**src/rtl/rr_sel3_arbiter.sv**
```systemverilog
// rr_sel3_arbiter: round-robin arbiter for three sources driving the select of a 3:1 mux.
// Grants are registered. A transfer completes on any edge where valid and ready are both high.
// Optional feature: define RR_SEL3_LOCK_EN to add a lock input. When lock is high during a
// transfer, the arbiter keeps the current grant.
module rr_sel3_arbiter #(
    parameter int unsigned CNT_W = 8
) (
    input  logic             clk,
    input  logic             rst,
    input  logic [2:0]       req,
`ifdef RR_SEL3_LOCK_EN
    input  logic             lock,
`endif
    input  logic             ready,
    output logic [1:0]       S,
    output logic [2:0]       gnt,
    output logic             valid,
    output logic [CNT_W-1:0] xfer_cnt
);

    localparam logic [0:0] ST_IDLE  = 1'b0;
    localparam logic [0:0] ST_GRANT = 1'b1;

    logic [0:0]       state_q, state_d;
    logic [1:0]       ptr_q,   ptr_d;
    logic [1:0]       s_q,     s_d;
    logic [2:0]       gnt_q,   gnt_d;
    logic             valid_q, valid_d;
    logic [CNT_W-1:0] cnt_q,   cnt_d;

    logic [2:0] arb_hold;   // winner searching from the current pointer
    logic [2:0] arb_next;   // winner searching from the granted index (pointer after a transfer)
    logic       granted_live;
    logic       lock_hold;

    // Pick the first set request after pointer p, in the order 0 -> 1 -> 2 -> 0.
    // The source at p itself has the lowest priority.
    function automatic logic [2:0] rr_pick(input logic [1:0] p, input logic [2:0] r);
        logic [2:0] w;
        w = 3'b000;
        case (p)
            2'd0: begin
                if (r[1])      w = 3'b010;
                else if (r[2]) w = 3'b100;
                else if (r[0]) w = 3'b001;
            end
            2'd1: begin
                if (r[2])      w = 3'b100;
                else if (r[0]) w = 3'b001;
                else if (r[1]) w = 3'b010;
            end
            default: begin
                // The pointer is never 3. If it were, it would behave like 2.
                if (r[0])      w = 3'b001;
                else if (r[1]) w = 3'b010;
                else if (r[2]) w = 3'b100;
            end
        endcase
        return w;
    endfunction

    // Convert a one-hot grant to the mux select. A zero grant maps to 0, so 3 can never appear.
    function automatic logic [1:0] onehot_to_sel(input logic [2:0] g);
        logic [1:0] s;
        s = 2'd0;
        if (g[1])      s = 2'd1;
        else if (g[2]) s = 2'd2;
        return s;
    endfunction

    // Search for a winner from both possible pointer positions.
    always_comb begin
        arb_hold     = rr_pick(ptr_q, req);
        arb_next     = rr_pick(s_q, req);
        granted_live = |(req & gnt_q);
    end

`ifdef RR_SEL3_LOCK_EN
    // Lock matters only while the granted source is still requesting.
    always_comb begin
        lock_hold = lock & granted_live;
    end
`else
    // Without the lock feature, the arbiter is pure round-robin.
    always_comb begin
        lock_hold = 1'b0;
    end
`endif

    // Compute the next state, grant, pointer and transfer count.
    always_comb begin
        state_d = state_q;
        ptr_d   = ptr_q;
        s_d     = s_q;
        gnt_d   = gnt_q;
        valid_d = valid_q;
        cnt_d   = cnt_q;

        case (state_q)
            ST_IDLE: begin
                // In IDLE, ready is ignored because valid is low.
                if (|req) begin
                    state_d = ST_GRANT;
                    gnt_d   = arb_hold;
                    s_d     = onehot_to_sel(arb_hold);
                    valid_d = 1'b1;
                end else begin
                    gnt_d   = 3'b000;
                    valid_d = 1'b0;
                end
            end

            ST_GRANT: begin
                if (!granted_live) begin
                    // The requester withdrew. Abandon the grant without a transfer,
                    // leave the pointer alone, and re-arbitrate among the remaining requests.
                    if (|arb_hold) begin
                        gnt_d   = arb_hold;
                        s_d     = onehot_to_sel(arb_hold);
                        valid_d = 1'b1;
                    end else begin
                        state_d = ST_IDLE;
                        gnt_d   = 3'b000;
                        valid_d = 1'b0;
                    end
                end else if (ready) begin
                    cnt_d = cnt_q + 1'b1;
                    if (!lock_hold) begin
                        // The granted source is still requesting, so arb_next is never zero here.
                        ptr_d   = s_q;
                        gnt_d   = arb_next;
                        s_d     = onehot_to_sel(arb_next);
                        valid_d = 1'b1;
                    end
                end
                // When ready is low, hold everything. Other requests cannot preempt the grant.
            end

            default: begin
                state_d = ST_IDLE;
                gnt_d   = 3'b000;
                valid_d = 1'b0;
            end
        endcase
    end

    // Register state with asynchronous reset. A pointer of 2 gives source 0 first priority.
    always_ff @(posedge clk or posedge rst) begin
        if (rst) begin
            state_q <= ST_IDLE;
            ptr_q   <= 2'd2;
            s_q     <= 2'd0;
            gnt_q   <= 3'b000;
            valid_q <= 1'b0;
            cnt_q   <= '0;
        end else begin
            state_q <= state_d;
            ptr_q   <= ptr_d;
            s_q     <= s_d;
            gnt_q   <= gnt_d;
            valid_q <= valid_d;
            cnt_q   <= cnt_d;
        end
    end

    // Drive the outputs directly from flops.
    always_comb begin
        S        = s_q;
        gnt      = gnt_q;
        valid    = valid_q;
        xfer_cnt = cnt_q;
    end

endmodule

```
**config.mk**
```make
export PLATFORM = sky130hd
export DESIGN_NAME = rr_sel3_arbiter
export DESIGN_NICKNAME = d
export VERILOG_FILES = /design/src/rtl/rr_sel3_arbiter.sv
export SDC_FILE = /design/constraint.sdc
export NUM_CORES = 1
export LEC_CHECK = 0
export CAP_MARGIN = 40
export CORE_AREA = 2 2 46 48
export CTS_CLUSTER_DIAMETER = 50
export DETAILED_ROUTE_END_ITERATION = 8
export DIE_AREA = 0 0 48 50
export GPL_TIMING_DRIVEN = 0
export PLACE_DENSITY = 0.81
export SLEW_MARGIN = 10
export SYNTH_ARGS = -nofsm -noshare
export SYNTH_HDL_FRONTEND = slang
export SYNTH_SLANG_ARGS = --single-unit
```
**constraint.sdc**
```tcl
create_clock -name clk -period 1.8 [get_ports clk]
set_input_delay 0.36 -clock clk [delete_from_list [all_inputs] [get_ports clk]]
set_output_delay 0.36 -clock clk [all_outputs]
set_load 0.005 [all_outputs]
```
# Word level (Yosys, flattened, before mapping)

Index checks and enable logic that the tools add are counted.

Register bits after elaboration: 17
Input bits: 6
Output and inout bits: 14
Word-level logic and storage cells: 53

Add/sub/neg operators: 1
Equal/unequal tests: 5
Muxes and demuxes: 32
Bitwise gates (word level): 2
Reduce and logical (&&, ||, !) cells: 7

Operator list:

| operator                                                         | number |
|---|---|
| 3-bit 2-to-1 mux                                                 | 10 |
| 2-bit 2-to-1 mux                                                 | 10 |
| 3-bit case mux with 2 select lines                               | 3 |
| 3-bit OR reduction                                               | 3 |
| 8-bit by 1-bit adder with 8-bit output (second input constant)   | 1 |
| 1-bit 2-to-1 mux                                                 | 6 |
| 3-bit AND reduction                                              | 2 |
| 2-bit by 1-bit == test with 1-bit output (second input constant) | 2 |
| 2-bit zero test                                                  | 2 |
| 1-bit case mux with 2 select lines                               | 2 |
| 2-bit case mux with 2 select lines                               | 1 |
| 3-bit AND                                                        | 1 |
| 3-bit by 1-bit != test with 1-bit output (second input constant) | 1 |
| 3-bit != test (second input constant)                            | 1 |
| 2-bit != test (second input constant)                            | 1 |
| 1-bit inverter                                                   | 1 |

# Depth between registers and ports, before layout

Depth after elaboration: 9
Mapped depth: 5
Depth with buffers taken out: 4

# Worst setup path before layout

No wires, ideal clock.

Path kind: input-to-reg
Start point: input port req[0]
End point: register ptr_q[0]
Setup time: 0.125 ns
Arrival time: 1.516 ns
Data required time: 1.675 ns
Slack: 0.159 ns
Stages on the path: 5
Buffers on the path: 1
Cell sequence: buf_6 > a222oi_1 > nor2_2 > nand2_4 > mux2_4

Word-level cells in the longest chain between the ends: 3

RTL lines:

| what                          | RTL line | source |
|---|---|---|
| from (decl)                   | 10       | `input logic [2:0] req,` |
| 3-bit AND                     | 75       | `granted_live = \|(req & gnt_q);` |
| 3-bit OR reduction            | 75       |  |
| 3-bit AND reduction (no line) | -        |  |
| to (signal assigned)          | 158      | `ptr_q <= ptr_d;` |
| to (decl)                     | 25       | `logic [1:0] ptr_q, ptr_d;` |

Every way passes these cells.
A chain may end at the register's enable or synchronous reset.

# Worst setup path after layout

Start point: register s_q[1] (netlist: S[1])
End point: output port S[1]

RTL lines:

| what                   | RTL line | source |
|---|---|---|
| from (decl)            | 26       | `logic [1:0] s_q, s_d;` |
| from (signal assigned) | 152      | `s_q <= 2'd0;` |
| from (signal assigned) | 159      | `s_q <= s_d;` |
| to (decl)              | 15       | `output logic [1:0] S,` |

No word-level cell between the ends.

==> results.py <==
metrics = {
    "run_status": {
        "outcome": "finished clean",
    },
    "finish": {
        "n_antenna_cell": 0,
        "multi_input_area_um2": 379,
        "fillers": 165,
        "finalNetCount": 109,
        "drive_gt1_share_pct": 14.9,
        "regArea_um2": 427,
        "syn2layout_area_growth_pct": 29.7,
    },
    "global_routing": {
        "grt_max_degree": 18,
        "antenna_found_initial": 0,
        "grt_pass1_wl_um": 2790,
        "track_usage_pct": 16.1,
        "grt.overflow.total": 0,
        "grt_pass1_vias": 661,
    },
    "clock_tree": {
        "cts_sinks": 17,
        "numCtsBuffers": 3,
        "clk_latency_ps": 280,
        "h-tree-depth": 1,
        "clock_path_buffers": 2,
        "cts-root-buf": "clkbuf_4",
        "cts.reportedPaths.clkPinSlew_ps": 100,
        "tritoncts": "built",
    },
    "yosys": {
        "synthAdderAreaFrac_pct": 1.50,
        "synth-seq-area-share_pct": 51.1,
        "ys_warn_count": 0,
        "yosys.cell_types.count": 26,
        "synth_cells": 79,
        "synth_area_um2": 835,
        "synth_compound_area_share_pct": 9.30,
        "synth-xor-area-share_pct": 7.35,
        "syn_nets": 86,
        "yosys.area_share.simple_pct": 21.0,
        "synth_top_family_by_area": "simple AND/OR/NAND/NOR gates",
        "syn_avg_cell_area_um2": 10.6,
        "muxShareOfSynthArea_pct": 5.40,
        "ys_seq_elements": 17,
    },
    "pwr": {
        "cellLeakagePower_uw": 0.000494,
        "ir_drop_v": 0.000879,
        "cellPowerDensity_nw_per_um2": 1370,
    },
    "critical_path": {
        "path_class": "flop to primary output",
        "cp-start-kind": "flop",
        "cp.required_ps": 1440,
        "critPathSlowestCell": "clkdlybuf4s50_1",
        "path_max_fanout": 7,
        "crit_family": "buffers and inverters",
        "worstPathArrival_ps": 1300,
        "path_buf_inv": 1,
        "crit_chain": "clkdlybuf4s50_1",
        "cp-end-kind": "primary output",
        "slowest_delay_ps": 550,
    },
    "timing": {
        "period_needed_ps": 1660,
        "setup_tns_ps": 0,
        "slew_headroom_pct": 58.2,
        "skew_ps": 4.33,
        "fin_ws_ps": 136,
        "period_share_pct": 92.4,
        "fmax_mhz": 601,
        "whs_ps": 345,
        "drv_slew": 0,
        "tightestPinTransition_ps": 627,
        "rsz0062_at_grt": "no",
        "setup_viol": 0,
        "hold_viol": 0,
    },
    "placement": {
        "post-place-ws_ps": -384,
        "port_buffers": 17,
        "gp_congestion": 0.874,
        "hpwlAfterDp_um": 1250,
    },
    "floorplan": {
        "rows": 16,
        "core_area_um2": 1900,
        "die_y_um": 50,
        "die_w_um": 48,
        "die_area_um2": 2400,
        "initial_core_util_pct": 43.9,
        "io_pins": 20,
    },
    "detailed_routing": {
        "first_pass_iters": 4,
        "drt_iter0_drc": 15,
        "drc": 0,
        "finalWirelength_um": 1730,
        "ant_nets": 0,
        "num_vias": 681,
        "vias_per_cell": 5.32,
        "wire_per_inst_um": 13.5,
    },
    "job": {
        "cap_violations": 0,
    },
    "hold_path": {
        "hp-class": "primary input to flop",
    },
}
==> cells in the mapped netlist (all sizes together) <==
| cell type | number | area, um2 |
|---|---|---|
| dfrtp | 16 | 400 |
| nand3 | 9 | 45.0 |
| nand4 | 5 | 31.3 |
| nor2 | 5 | 21.3 |
| nor2b | 5 | 31.3 |
| inv | 4 | 15.0 |
| o22ai | 4 | 25.0 |
| xnor2 | 4 | 35.0 |
| buf | 3 | 21.3 |
| mux2 | 3 | 45.0 |
| nand2 | 3 | 18.8 |
| nor3 | 3 | 15.0 |
| o21ai | 3 | 15.0 |
| xor2 | 3 | 26.3 |
| a21oi | 1 | 5.00 |
| a222oi | 1 | 10.0 |
| a31oi | 1 | 6.26 |
| and3 | 1 | 6.26 |
| dfstp | 1 | 26.3 |
| ha | 1 | 12.5 |
| nand2b | 1 | 6.26 |
| o2111ai | 1 | 8.76 |
| o211ai | 1 | 7.51 |
==> layout make-up <==
| class | count | share of cell area [%] |
|---|---|---|
| well taps | 27 | 3.12 |
| plain buffers | 3 | 1.97 |
| flip-flops and latches | 17 | 39.4 |
| inverters | 4 | 1.39 |
| clock buffers | 4 | 2.43 |
| multi-input cells | 55 | 35.0 |
| repair buffers | 18 | 16.6 |
==> per-layer routing <==
layer	vias to the layer above	part of all wire [%]	wire length [um]	global-route usage, %
li1	327	-	-	-
met1	329	47	813	20.6
met2	23	49	851	26.7
met3	2	2.8	49	2.20
met4	0	0.92	16	5.41
met5	-	0	0	0
==> repair_timing <==
item                                    4_1_cts  5_1_grt
endpoints found under the setup margin        4       12
hold endpoints to repair                      0        0
pin swaps                                     1        0
gates resized for setup                       0        3
hold buffers                                  0        0
setup buffers                                 1        0
==> layout by cell type (no fill, tap or decap), drive strengths merged, types with 3 or more instances in the layout <==
cell type	instances
dfrtp	16
clkdlybuf4s50	16
nand3	9
nand4	5
nor2b	5
nor2	5
inv	4
xnor2	4
o22ai	4
clkbuf	4
buf	4
mux2	3
xor2	3
o21ai	3
nor3	3
nand2	3
==> final timing paths <==
kind                                         start                       to  slack [ps]  depth (start not counted)
setup / recovery                  S[1]$_DFFE_PP0P_                     S[1]         140                          1
hold / removal                              req[0]        state_q$_DFF_PP0_         340                          3
setup reg to reg                gnt[0]$_DFFE_PP0P_     ptr_q[0]$_DFFE_PP0P_         280                          5
hold reg to reg            xfer_cnt[7]$_DFFE_PP0P_  xfer_cnt[7]$_DFFE_PP0P_         490                          1
max in group asynchronous                      rst  xfer_cnt[1]$_DFFE_PP0P_         940                          2
min in group asynchronous                      rst  xfer_cnt[6]$_DFFE_PP0P_         450                          2
==> flip-flops by register name, summed over array words and instances (netlist names) <==
name      flops
xfer_cnt      8
gnt           3
valid         1
S             2
state_q       1
ptr_q         2
==> report_power, final <==
| group | internal, uW | switching, uW | total, uW |
|---|---|---|---|
| combinational | 377 | 241 | 618 |
| clock | 85.9 | 116 | 201 |
| sequential | 514 | 149 | 663 |
==> worst reg2reg max path, delay by kind of cell (launching register included) <==
family / cells / cell delay [ps]
compound gates: 1 / 320
buf+inv: 1 / 190
flops: 1 / 410
simple gates: 2 / 180
mux: 1 / 300
==> cells by family after synthesis <==
logic type | Yosys count
xor gates and xnor gates | 7
AOI/OAI and AO/OA | 12
DFF | 17
adders and majority gates | 1
and+or+nand+nor | 32
buffers and inverters | 7
muxes | 3
==> stage by stage <==
stage / power (uW) / cells / area [um2] / utilization, %
floorplan: 966 / 79 / 835 / -
global placement: 1250 / 123 / 1040 / 54.6
detailed placement: 1270 / 123 / 1040 / 54.6
CTS: 1490 / 128 / 1070 / 56.4
global route: 1580 / 128 / 1080 / 56.9
finish: 1480 / 128 / 1080 / 56.9
Power figures use the tool's default switching activity.
